### src/rtl/tone_gen_if.sv
// Period handshake bundle between a period source and the tone generator.
// Latency: n/a (wires only).
// Backpressure: period_ready low means the source holds its offer; offers made while it is low are ignored.
interface tone_gen_if #(
  parameter int DATA_WIDTH = 12
) ();
  logic [DATA_WIDTH-1:0] period_in;
  logic                  period_valid;
  logic                  period_ready;

  // Period source side.
  modport master (
    output period_in,
    output period_valid,
    input  period_ready
  );

  // Tone generator side.
  modport slave (
    input  period_in,
    input  period_valid,
    output period_ready
  );
endinterface

### src/rtl/tone_gen.sv
// Square-wave tone generator: P-sample cycles of +amp (P-(P>>1) samples) then -amp (P>>1 samples).
// Latency: enable sampled high on an edge gives the first +amp sample right after that edge; enable low gives 0 after the next edge.
// Backpressure: one pending period slot; period_ready drops while it is full and frees at the next cycle boundary.
// Optional macro TONE_GEN_CYCLE_CNT_EN adds a 16-bit wrapping cycle_cnt output.
module tone_gen #(
  parameter int DATA_WIDTH = 12
) (
  input  logic                         adc_clk,
  input  logic                         rst,
  input  logic                         enable,
  input  logic [DATA_WIDTH-2:0]        amp,
  tone_gen_if.slave                    per_if,
  output logic signed [DATA_WIDTH-1:0] data_out,
  output logic                         cycle_start,
`ifdef TONE_GEN_CYCLE_CNT_EN
  output logic [15:0]                  cycle_cnt,
`endif
  output logic                         period_err
);

  typedef enum logic [1:0] {
    IDLE = 2'd0,
    HIGH = 2'd1,
    LOW  = 2'd2
  } state_t;

  state_t                 state;
  state_t                 state_nxt;

  // Pending slot holds the next period until the following cycle boundary.
  logic                   pend_vld;
  logic [DATA_WIDTH-1:0]  pend_per;
  // Active period governs the cycle in progress and never changes mid-cycle.
  logic                   act_vld;
  logic [DATA_WIDTH-1:0]  act_per;
  // Amplitude captured at the start of each cycle.
  logic [DATA_WIDTH-2:0]  amp_q;

  // Sample index within the current cycle, 0 .. P-1.
  logic [DATA_WIDTH-1:0]  cnt;
  logic [DATA_WIDTH-1:0]  cnt_nxt;
  logic [DATA_WIDTH-1:0]  cnt_inc;
  logic [DATA_WIDTH-1:0]  hi_len;
  logic                   last_sample;
  logic                   have_period;

  logic signed [DATA_WIDTH-1:0] dout_nxt;
  logic signed [DATA_WIDTH-1:0] pos_now;
  logic signed [DATA_WIDTH-1:0] pos_hold;
  logic signed [DATA_WIDTH-1:0] neg_hold;
  logic                   start_nxt;
  logic                   begin_cycle;
  logic                   load_act;

  logic                   accept;
  logic                   per_ok;

  assign per_if.period_ready = ~pend_vld;
  assign accept              = per_if.period_valid & ~pend_vld;
  assign per_ok              = (per_if.period_in >= DATA_WIDTH'(2));

  assign have_period = pend_vld | act_vld;
  assign hi_len      = act_per - (act_per >> 1);
  assign cnt_inc     = cnt + DATA_WIDTH'(1);
  assign last_sample = (cnt == act_per - DATA_WIDTH'(1));

  assign pos_now  = $signed({1'b0, amp});
  assign pos_hold = $signed({1'b0, amp_q});
  assign neg_hold = $signed(DATA_WIDTH'(0) - {1'b0, amp_q});

  assign load_act = begin_cycle & pend_vld;

  // Next-state and next-sample decode; enable low overrides everything and parks in IDLE.
  always_comb begin
    state_nxt   = state;
    cnt_nxt     = cnt;
    dout_nxt    = data_out;
    start_nxt   = 1'b0;
    begin_cycle = 1'b0;

    case (state)
      IDLE: begin
        cnt_nxt     = '0;
        dout_nxt    = '0;
        begin_cycle = have_period;
      end
      HIGH, LOW: begin
        if (last_sample) begin
          begin_cycle = 1'b1;
        end else begin
          cnt_nxt = cnt_inc;
          if (cnt_inc < hi_len) begin
            state_nxt = HIGH;
            dout_nxt  = pos_hold;
          end else begin
            state_nxt = LOW;
            dout_nxt  = neg_hold;
          end
        end
      end
      default: begin
        state_nxt = IDLE;
        cnt_nxt   = '0;
        dout_nxt  = '0;
      end
    endcase

    // A new cycle always opens on a HIGH sample with the live amp input.
    if (begin_cycle) begin
      state_nxt = HIGH;
      cnt_nxt   = '0;
      dout_nxt  = pos_now;
      start_nxt = 1'b1;
    end

    if (!enable) begin
      state_nxt   = IDLE;
      cnt_nxt     = '0;
      dout_nxt    = '0;
      start_nxt   = 1'b0;
      begin_cycle = 1'b0;
    end
  end

  // State, phase counter and registered outputs.
  always_ff @(posedge adc_clk) begin
    if (rst) begin
      state       <= IDLE;
      cnt         <= '0;
      data_out    <= '0;
      cycle_start <= 1'b0;
    end else begin
      state       <= state_nxt;
      cnt         <= cnt_nxt;
      data_out    <= dout_nxt;
      cycle_start <= start_nxt;
    end
  end

  // Pending slot: filled by a valid offer, emptied when a cycle boundary consumes it; bad periods only flag an error.
  always_ff @(posedge adc_clk) begin
    if (rst) begin
      pend_vld   <= 1'b0;
      pend_per   <= '0;
      period_err <= 1'b0;
    end else begin
      if (load_act) begin
        pend_vld <= 1'b0;
      end else if (accept && per_ok) begin
        pend_vld <= 1'b1;
        pend_per <= per_if.period_in;
      end
      if (accept && !per_ok) begin
        period_err <= 1'b1;
      end
    end
  end

  // Active period and amplitude update only at a cycle boundary.
  always_ff @(posedge adc_clk) begin
    if (rst) begin
      act_vld <= 1'b0;
      act_per <= '0;
      amp_q   <= '0;
    end else if (begin_cycle) begin
      amp_q <= amp;
      if (pend_vld) begin
        act_vld <= 1'b1;
        act_per <= pend_per;
      end
    end
  end

`ifdef TONE_GEN_CYCLE_CNT_EN
  // Cycle counter advances on the same edge that raises cycle_start, wrapping naturally.
  always_ff @(posedge adc_clk) begin
    if (rst) begin
      cycle_cnt <= '0;
    end else if (start_nxt) begin
      cycle_cnt <= cycle_cnt + 16'd1;
    end
  end
`endif

endmodule

### src/flat_wrapper.sv
// flat-port wrapper written by rule: the top's interface ports become plain ports
module tone_gen_flat 
#(
  parameter int DATA_WIDTH = 12
)
  (adc_clk, rst, enable, amp, data_out, cycle_start, period_err, per_if_period_in, per_if_period_valid, per_if_period_ready);
  tone_gen_if #(.DATA_WIDTH(DATA_WIDTH)) per_if_i ();
  input  logic adc_clk;
  input  logic rst;
  input  logic enable;
  input  logic [DATA_WIDTH-2:0] amp;
  output logic signed [DATA_WIDTH-1:0] data_out;
  output logic cycle_start;
  output logic period_err;
  input wire logic [$bits(per_if_i.period_in)-1:0] per_if_period_in;
  input wire logic [$bits(per_if_i.period_valid)-1:0] per_if_period_valid;
  output wire logic [$bits(per_if_i.period_ready)-1:0] per_if_period_ready;
  assign per_if_i.period_in = per_if_period_in;
  assign per_if_i.period_valid = per_if_period_valid;
  assign per_if_period_ready = per_if_i.period_ready;
  tone_gen #(.DATA_WIDTH(DATA_WIDTH)) u_core (.adc_clk(adc_clk), .rst(rst), .enable(enable), .amp(amp), .per_if(per_if_i), .data_out(data_out), .cycle_start(cycle_start), .period_err(period_err));
endmodule
### config.mk
export PLATFORM = sky130hd
export DESIGN_NAME = tone_gen_flat
export DESIGN_NICKNAME = d
export VERILOG_FILES = /design/src/rtl/tone_gen_if.sv /design/src/rtl/tone_gen.sv /design/src/flat_wrapper.sv
export SDC_FILE = /design/constraint.sdc
export NUM_CORES = 1
export LEC_CHECK = 0
export CAP_MARGIN = 15
export CORE_AREA = 2 2 113 115
export CTS_BUF_LIST = sky130_fd_sc_hd__clkbuf_4 sky130_fd_sc_hd__clkbuf_8 sky130_fd_sc_hd__clkbuf_16
export CTS_CLUSTER_DIAMETER = 50
export DETAILED_ROUTE_END_ITERATION = 8
export DIE_AREA = 0 0 115 117
export SLEW_MARGIN = 20
export SYNTH_ARGS = -nofsm -noshare
export SYNTH_HDL_FRONTEND = slang
export SYNTH_SLANG_ARGS = --single-unit
### constraint.sdc
create_clock -name adc_clk -period 4.15 [get_ports adc_clk]
set_input_delay 0.415 -clock adc_clk [delete_from_list [all_inputs] [get_ports adc_clk]]
set_output_delay 0.415 -clock adc_clk [all_outputs]
set_load 0.01 [all_outputs]
# ---- Yosys cells after proc, flatten, opt, wreduce, memory -nomap -nowiden
# Cells that the tools add are included.
dict set report word_totals {
  ff_bits 65
  out_inout_bits 15
}
dict set report op_classes {
  addsub 4
  order_cmp 2
  n_eq_ne 6
  muxes 12
  n_bitwise 8
  n_reduce_logical 13
}
# operator n
set op_table {}
lappend op_table {{11-bit 2-to-1 mux} 3}
lappend op_table {{12-bit by 1-bit adder with 12-bit output, second input constant} 1}
lappend op_table {{12-bit == test} 1}
lappend op_table {{12-bit by 2-bit greater-or-equal comparator with 1-bit output, second input constant} 1}
lappend op_table {{12-bit less-than comparator} 1}
lappend op_table {{12-bit 2-to-1 mux} 1}
lappend op_table {{1-bit by 11-bit subtractor with 12-bit output, first input constant} 1}
lappend op_table {{12-bit by 1-bit subtractor with 12-bit output, second input constant} 1}
lappend op_table {{12-bit by 11-bit subtractor with 12-bit output} 1}
lappend op_table {{2-bit AND reduction} 4}
lappend op_table {{2-bit OR reduction} 3}
lappend op_table {{1-bit NOT} 5}
lappend op_table {{1-bit 2-to-1 mux} 4}
lappend op_table {{2-bit 2-to-1 mux} 2}
lappend op_table {{2-bit case mux with 2 select lines} 1}
lappend op_table {{4-bit OR reduction} 1}
lappend op_table {{3-bit != test, second input constant} 1}
lappend op_table {{3-bit OR reduction} 1}
lappend op_table {{1-bit AND} 2}
lappend op_table {{2-bit by 1-bit == test with 1-bit output, second input constant} 1}
lappend op_table {{2-bit == test, second input constant} 1}
lappend op_table {{1-bit logical AND} 2}
lappend op_table {{2-bit logical NOT} 1}
lappend op_table {{2-bit by 1-bit != test with 1-bit output, second input constant} 1}
lappend op_table {{4 further kinds} 4}

# ---- Logic depth before layout (Yosys ltp)
dict set report depth {
  word_depth 8
  ltp_mapped 20
  ltp_nobuf 19
}

# ---- Worst setup path after synthesis
# OpenSTA, ideal clock, no wires.
dict set report synth_path {
  path_type {register to register}
  from {register u_core.act_per[1]}
  to {register u_core.data_out[7]}
  setup_time_ns 0.130
  t_arrival_ns 3.391
  required_ns 4.020
  setup_slack_ns 0.629
  stages_incl_launch_ff 19
  n_path_buf 1
  period_less_slack_ns 3.521
  path_cell_list {dfxtp_1 > inv_1 > ha_1 > o21bai_1 > a21oi_1 > o21ai_0 > nand2_1 > o41ai_1 > nor2_1 > xnor2_1 > ha_1 > a2111oi_0 > o21ai_0 > a21oi_1 > o31a_1 > clkbuf_1 > nor2_1 > xnor2_1 > o211ai_1}
}
dict set report synth_via {
  elab_chain_len 6
}
# item line
set synth_rtl {}
lappend synth_rtl {{start, declared} tone_gen.sv:35} ;# logic [DATA_WIDTH-1:0] act_per;
lappend synth_rtl {{start signal, assigned} tone_gen.sv:169} ;# act_per <= pend_per;
lappend synth_rtl {{12-bit by 11-bit subtractor with 12-bit output} tone_gen.sv:63} ;# assign hi_len = act_per - (act_per >> 1);
lappend synth_rtl {{12-bit less-than comparator} tone_gen.sv:92} ;# if (cnt_inc < hi_len) begin
lappend synth_rtl {{12-bit 2-to-1 mux} tone_gen.sv:92}
lappend synth_rtl {{11-bit 2-to-1 mux} tone_gen.sv:88} ;# if (last_sample) begin
lappend synth_rtl {{11-bit 2-to-1 mux} tone_gen.sv:81} ;# case (state)
lappend synth_rtl {{11-bit 2-to-1 mux} tone_gen.sv:109} ;# if (begin_cycle) begin
lappend synth_rtl {{end signal, assigned} tone_gen.sv:135} ;# data_out <= dout_nxt;
lappend synth_rtl {{end, declared} tone_gen.sv:13} ;# output logic signed [DATA_WIDTH-1:0] data_out,
# Parallel ways exist; a longest one is shown, timed or not. The select of a mux whose other input is x is not followed.
# A chain may end at the register's enable or synchronous reset.

# ---- Worst setup path in the final report
dict set report layout_path {
  from {register u_core.act_per[1]}
  to {register u_core.data_out[9]}
}
# The elaborated chain is that of the path after synthesis.

==> impl_metrics.env <==
export IMPL_tightestPinTransition_ns=0.522
export IMPL_antenna_cells=0
export IMPL_num_io_pins=42
export IMPL_setup_viol=0
export IMPL_synthCells=506
export IMPL_reg2reg_slack_ns=0.42
export IMPL_topRoutingLayerUsed="met4"
export IMPL_endpoint="u_core.data_out[9]"
export IMPL_dp_hpwl_mm=7.51
export IMPL_hold_viol_final=0
export IMPL_syn_area_per_cell_um2=8.36
export IMPL_drt_wirelength_per_cell_um=14.1
export IMPL_p_int_mw=1.36
export IMPL_route_met3_wl_um=390
export IMPL_slew_headroom_pct=64.7
export IMPL_worstSetupStartpoint="u_core.act_per[1]"
export IMPL_maxSlewViolCount=0
export IMPL_r2r_start="u_core.act_per[1]"
export IMPL_drv_cap=0
export IMPL_core_area_um2=12300
export IMPL_clkSlewWorstSetupHoldPaths_ns=0.05
export IMPL_ant_nets=0
export IMPL_cp_start_kind="flop"
export IMPL_grt_pass1_wl_mm=16.4
export IMPL_root_buffer="clkbuf_16"
export IMPL_synth_top_cell_area_share_pct=30.8
export IMPL_dr_total_vias=3607
export IMPL_finalCriticalPeriod_ns=3.73
export IMPL_synth_main_ff_cell="dfxtp_1"
export IMPL_crit_type="flop to flop"
export IMPL_grt_pass1_vias=3492
export IMPL_clkPwrFrac_pct=47.3
export IMPL_cts_setup_buffers=0
export IMPL_cts_inserted_buffers=9
export IMPL_p_sw_mw=0.439
export IMPL_drive_gt1_share_pct=5.29
export IMPL_wl_met2_mm=4.57
export IMPL_start_util_pct=34.3
export IMPL_fin_crit_sh_pct=89.8
export IMPL_synth_nets=572
export IMPL_drt_wl_total_mm=9.85
export IMPL_area_growth_pct=21.3
export IMPL_hold_class="flop to flop"
export IMPL_synth_seq_cells=65
export IMPL_drt_iter0_drc=167
export IMPL_fin_cells=698
export IMPL_dp_slack_ns=0.218
export IMPL_rows=41
export IMPL_swShare_pct=24.4
export IMPL_yosys_area_top_type="dfxtp_1"
export IMPL_setup_ws_ns=0.423
export IMPL_ys_top_cells_by_area="dfxtp_1 31%, ha_1 11%, xnor2_1 6.0%, mux2i_1 5.9%, nor2_1 5.7%"
export IMPL_gp_congestion=0.839
export IMPL_critPathRequiredTime_ns=4.38
export IMPL_cp_end_kind="flop"
export IMPL_clock_sinks=65
export IMPL_status="complete, no violations"
export IMPL_synth_area_um2=4230
export IMPL_cp_arrival_ns=3.96
export IMPL_via_per_inst=5.17
export IMPL_antenna_found_initial=0
export IMPL_drt_pre_antenna_iters=4
export IMPL_r2r_end="u_core.data_out[9]"
export IMPL_synth_cell_types=54
export IMPL_htreeDepth=3
export IMPL_worst_path_max_fanout=14
export IMPL_fillers=1221
export IMPL_power_density_nw_per_um2=350
export IMPL_seq_power_share_pct=37.0
export IMPL_ff2ff_path_depth=18
export IMPL_cts_tree="yes"
export IMPL_insertion_delay_ns=0.34
export IMPL_drc=0
export IMPL_final_nets=609
export IMPL_dp_cells=682
export IMPL_io_buffers=41
export IMPL_finalClockSkew_ns=0.00707
export IMPL_hold_start="u_core.period_err"
export IMPL_ys_seq_area_share_pct=30.8
export IMPL_m1WireLength_mm=4.73
export IMPL_synth_edf_count=0
export IMPL_clk_path_buf_depth=2
export IMPL_p_leak_nw=2.01
export IMPL_pwr_share_comb_pct=15.8
export IMPL_grt_max_degree=43
export IMPL_postSynth_asyncResetShare_pct=0
export IMPL_peakVddDrop_mv=0.247
export IMPL_timing_fmax_mhz=268
export IMPL_track_usage_pct=15.5
export IMPL_dieHeight_um=117
export IMPL_die_area_um2=13500
export IMPL_yosysWarnings=0
export IMPL_chipWidth_um=115
export IMPL_globalRouteOverflowTotal=0
==> worst min-delay path by stage <==
stage	endpoint	slack, ns	cells past startpoint
3_3_place_gp	u_core.period_err	0.46	2
2_1_floorplan	u_core.pend_per[0]	0.46	2
4_1_cts	u_core.period_err	0.48	2
6_report	u_core.period_err	0.47	2
3_5_place_dp	u_core.period_err	0.46	2
5_1_grt	u_core.pend_per[7]	0.52	2
==> logic make-up (layout without fill, tap and decap cells) <==
| family | Yosys count | after routing | share of synthesized area [%] |
|---|---|---|---|
| xor+xnor | 53 | 53 | 11.0 |
| fa+ha+maj | 39 | 39 | 11.7 |
| buf+inv | 58 | 100 | 5.50 |
| compound gates | 93 | 93 | 15.1 |
| flops | 65 | 65 | 30.8 |
| mux | 25 | 25 | 5.92 |
| simple gates | 173 | 173 | 20.1 |
==> placed cells by master, fill, tap and decap left out, drive strengths merged, types with 5 or more instances in the layout <==
cell type	synthesis	final
clkbuf	13	14
nor2b	6	6
o21ai	21	21
o211ai	9	9
and3	5	5
nor4	5	5
ha	38	38
nand2	24	24
nand2b	14	14
nand3	17	17
buf	9	7
inv	36	36
nand4	8	8
dfxtp	65	65
xnor2	29	29
mux2i	25	25
nor3	14	14
nor2	65	65
a21oi	22	22
xor2	24	24
clkdlybuf4s50	0	41
==> synth_stat cells, drive strengths merged, types with 4 or more instances <==
master and count:
nand3 17, inv 36, clkbuf 13, a31oi 4, nor2 65, ha 38, dfxtp 65, buf 9
mux2i 25, nand2b 14, and3 5, nand2 24, o211ai 9, xor2 24, o21ai 21, a21oi 22
nor2b 6, nor4 5, xnor2 29, nor3 14, o21a 4, nand4 8
==> flip-flops by register name, indices dropped and copies added (netlist names) <==
name / count
u_core.cycle_start: 1
u_core.act_vld: 1
u_core.data_out: 12
u_core.amp_q: 11
u_core.period_err: 1
u_core.cnt: 12
u_core.pend_vld: 1
u_core.act_per: 12
u_core.pend_per: 12
u_core.state: 2
==> per-stage QoR <==
| stage | instance area [um2] | power [mW] | util [%] | TNS, ns | hold slack (ns) |
|---|---|---|---|---|---|
| 6_report | 5130 | 1.80 | 41.7 | 0 | 0.471 |
| 2_1_floorplan | 4230 | 0.863 | - | 0 | 0.460 |
| 5_1_grt | 5130 | 1.87 | 41.7 | -0.138 | 0.522 |
| 3_3_place_gp | 4780 | 0.952 | 38.8 | 0 | 0.459 |
| 3_5_place_dp | 4780 | 0.956 | 38.8 | 0 | 0.460 |
| 4_1_cts | 5120 | 1.81 | 41.6 | 0 | 0.476 |
==> metal layers <==
layer / GRT usage [%] / up-vias
met1: 19.4 / 1701
met5: 0 / -
met3: 4.27 / 12
met4: 5.78 / 0
li1: - / 1836
met2: 25.7 / 58
==> power by group through the flow <==
stage	sequential (mW)	clock [mW]	combinational [mW]
3_3_place_gp	0.676	0	0.276
2_1_floorplan	0.674	0	0.189
3_5_place_dp	0.677	0	0.279
4_1_cts	0.664	0.862	0.280
5_1_grt	0.667	0.892	0.310
6_report	0.664	0.849	0.284
==> layout make-up <==
class	count	area [um2]	area share [%]
Timing Repair Buffer	48	463	9.02
Clock inverter	2	60.1	1.17
Multi-Input combinational cell	383	2710	52.8
Clock buffer	14	275	5.37
Inverter	36	135	2.63
Tap cell	150	188	3.66
Sequential cell	65	1300	25.4
==> worst max-delay path: stages (launching register included) <==
cell and delay (ns):
dfxtp_1 0.43, inv_1 0.09, ha_1 0.30, o21bai_1 0.13, a21oi_1 0.12, o21ai_0 0.30, nand2_1 0.12, o41ai_2 0.27
nor2_1 0.09, xnor2_1 0.14, ha_1 0.19, a2111oi_1 0.38, o21ai_1 0.14, a21oi_2 0.18, o31a_1 0.16, buf_4 0.20
nor3_1 0.08, o21ai_1 0.21, a21oi_1 0.09
==> timing repair <==
action / in CTS / in global routing
hold buffers: 0 / 0
endpoints found under the setup margin: 0 / 13
gates resized for setup: 0 / 6
(Power assumes the default switching activity.)
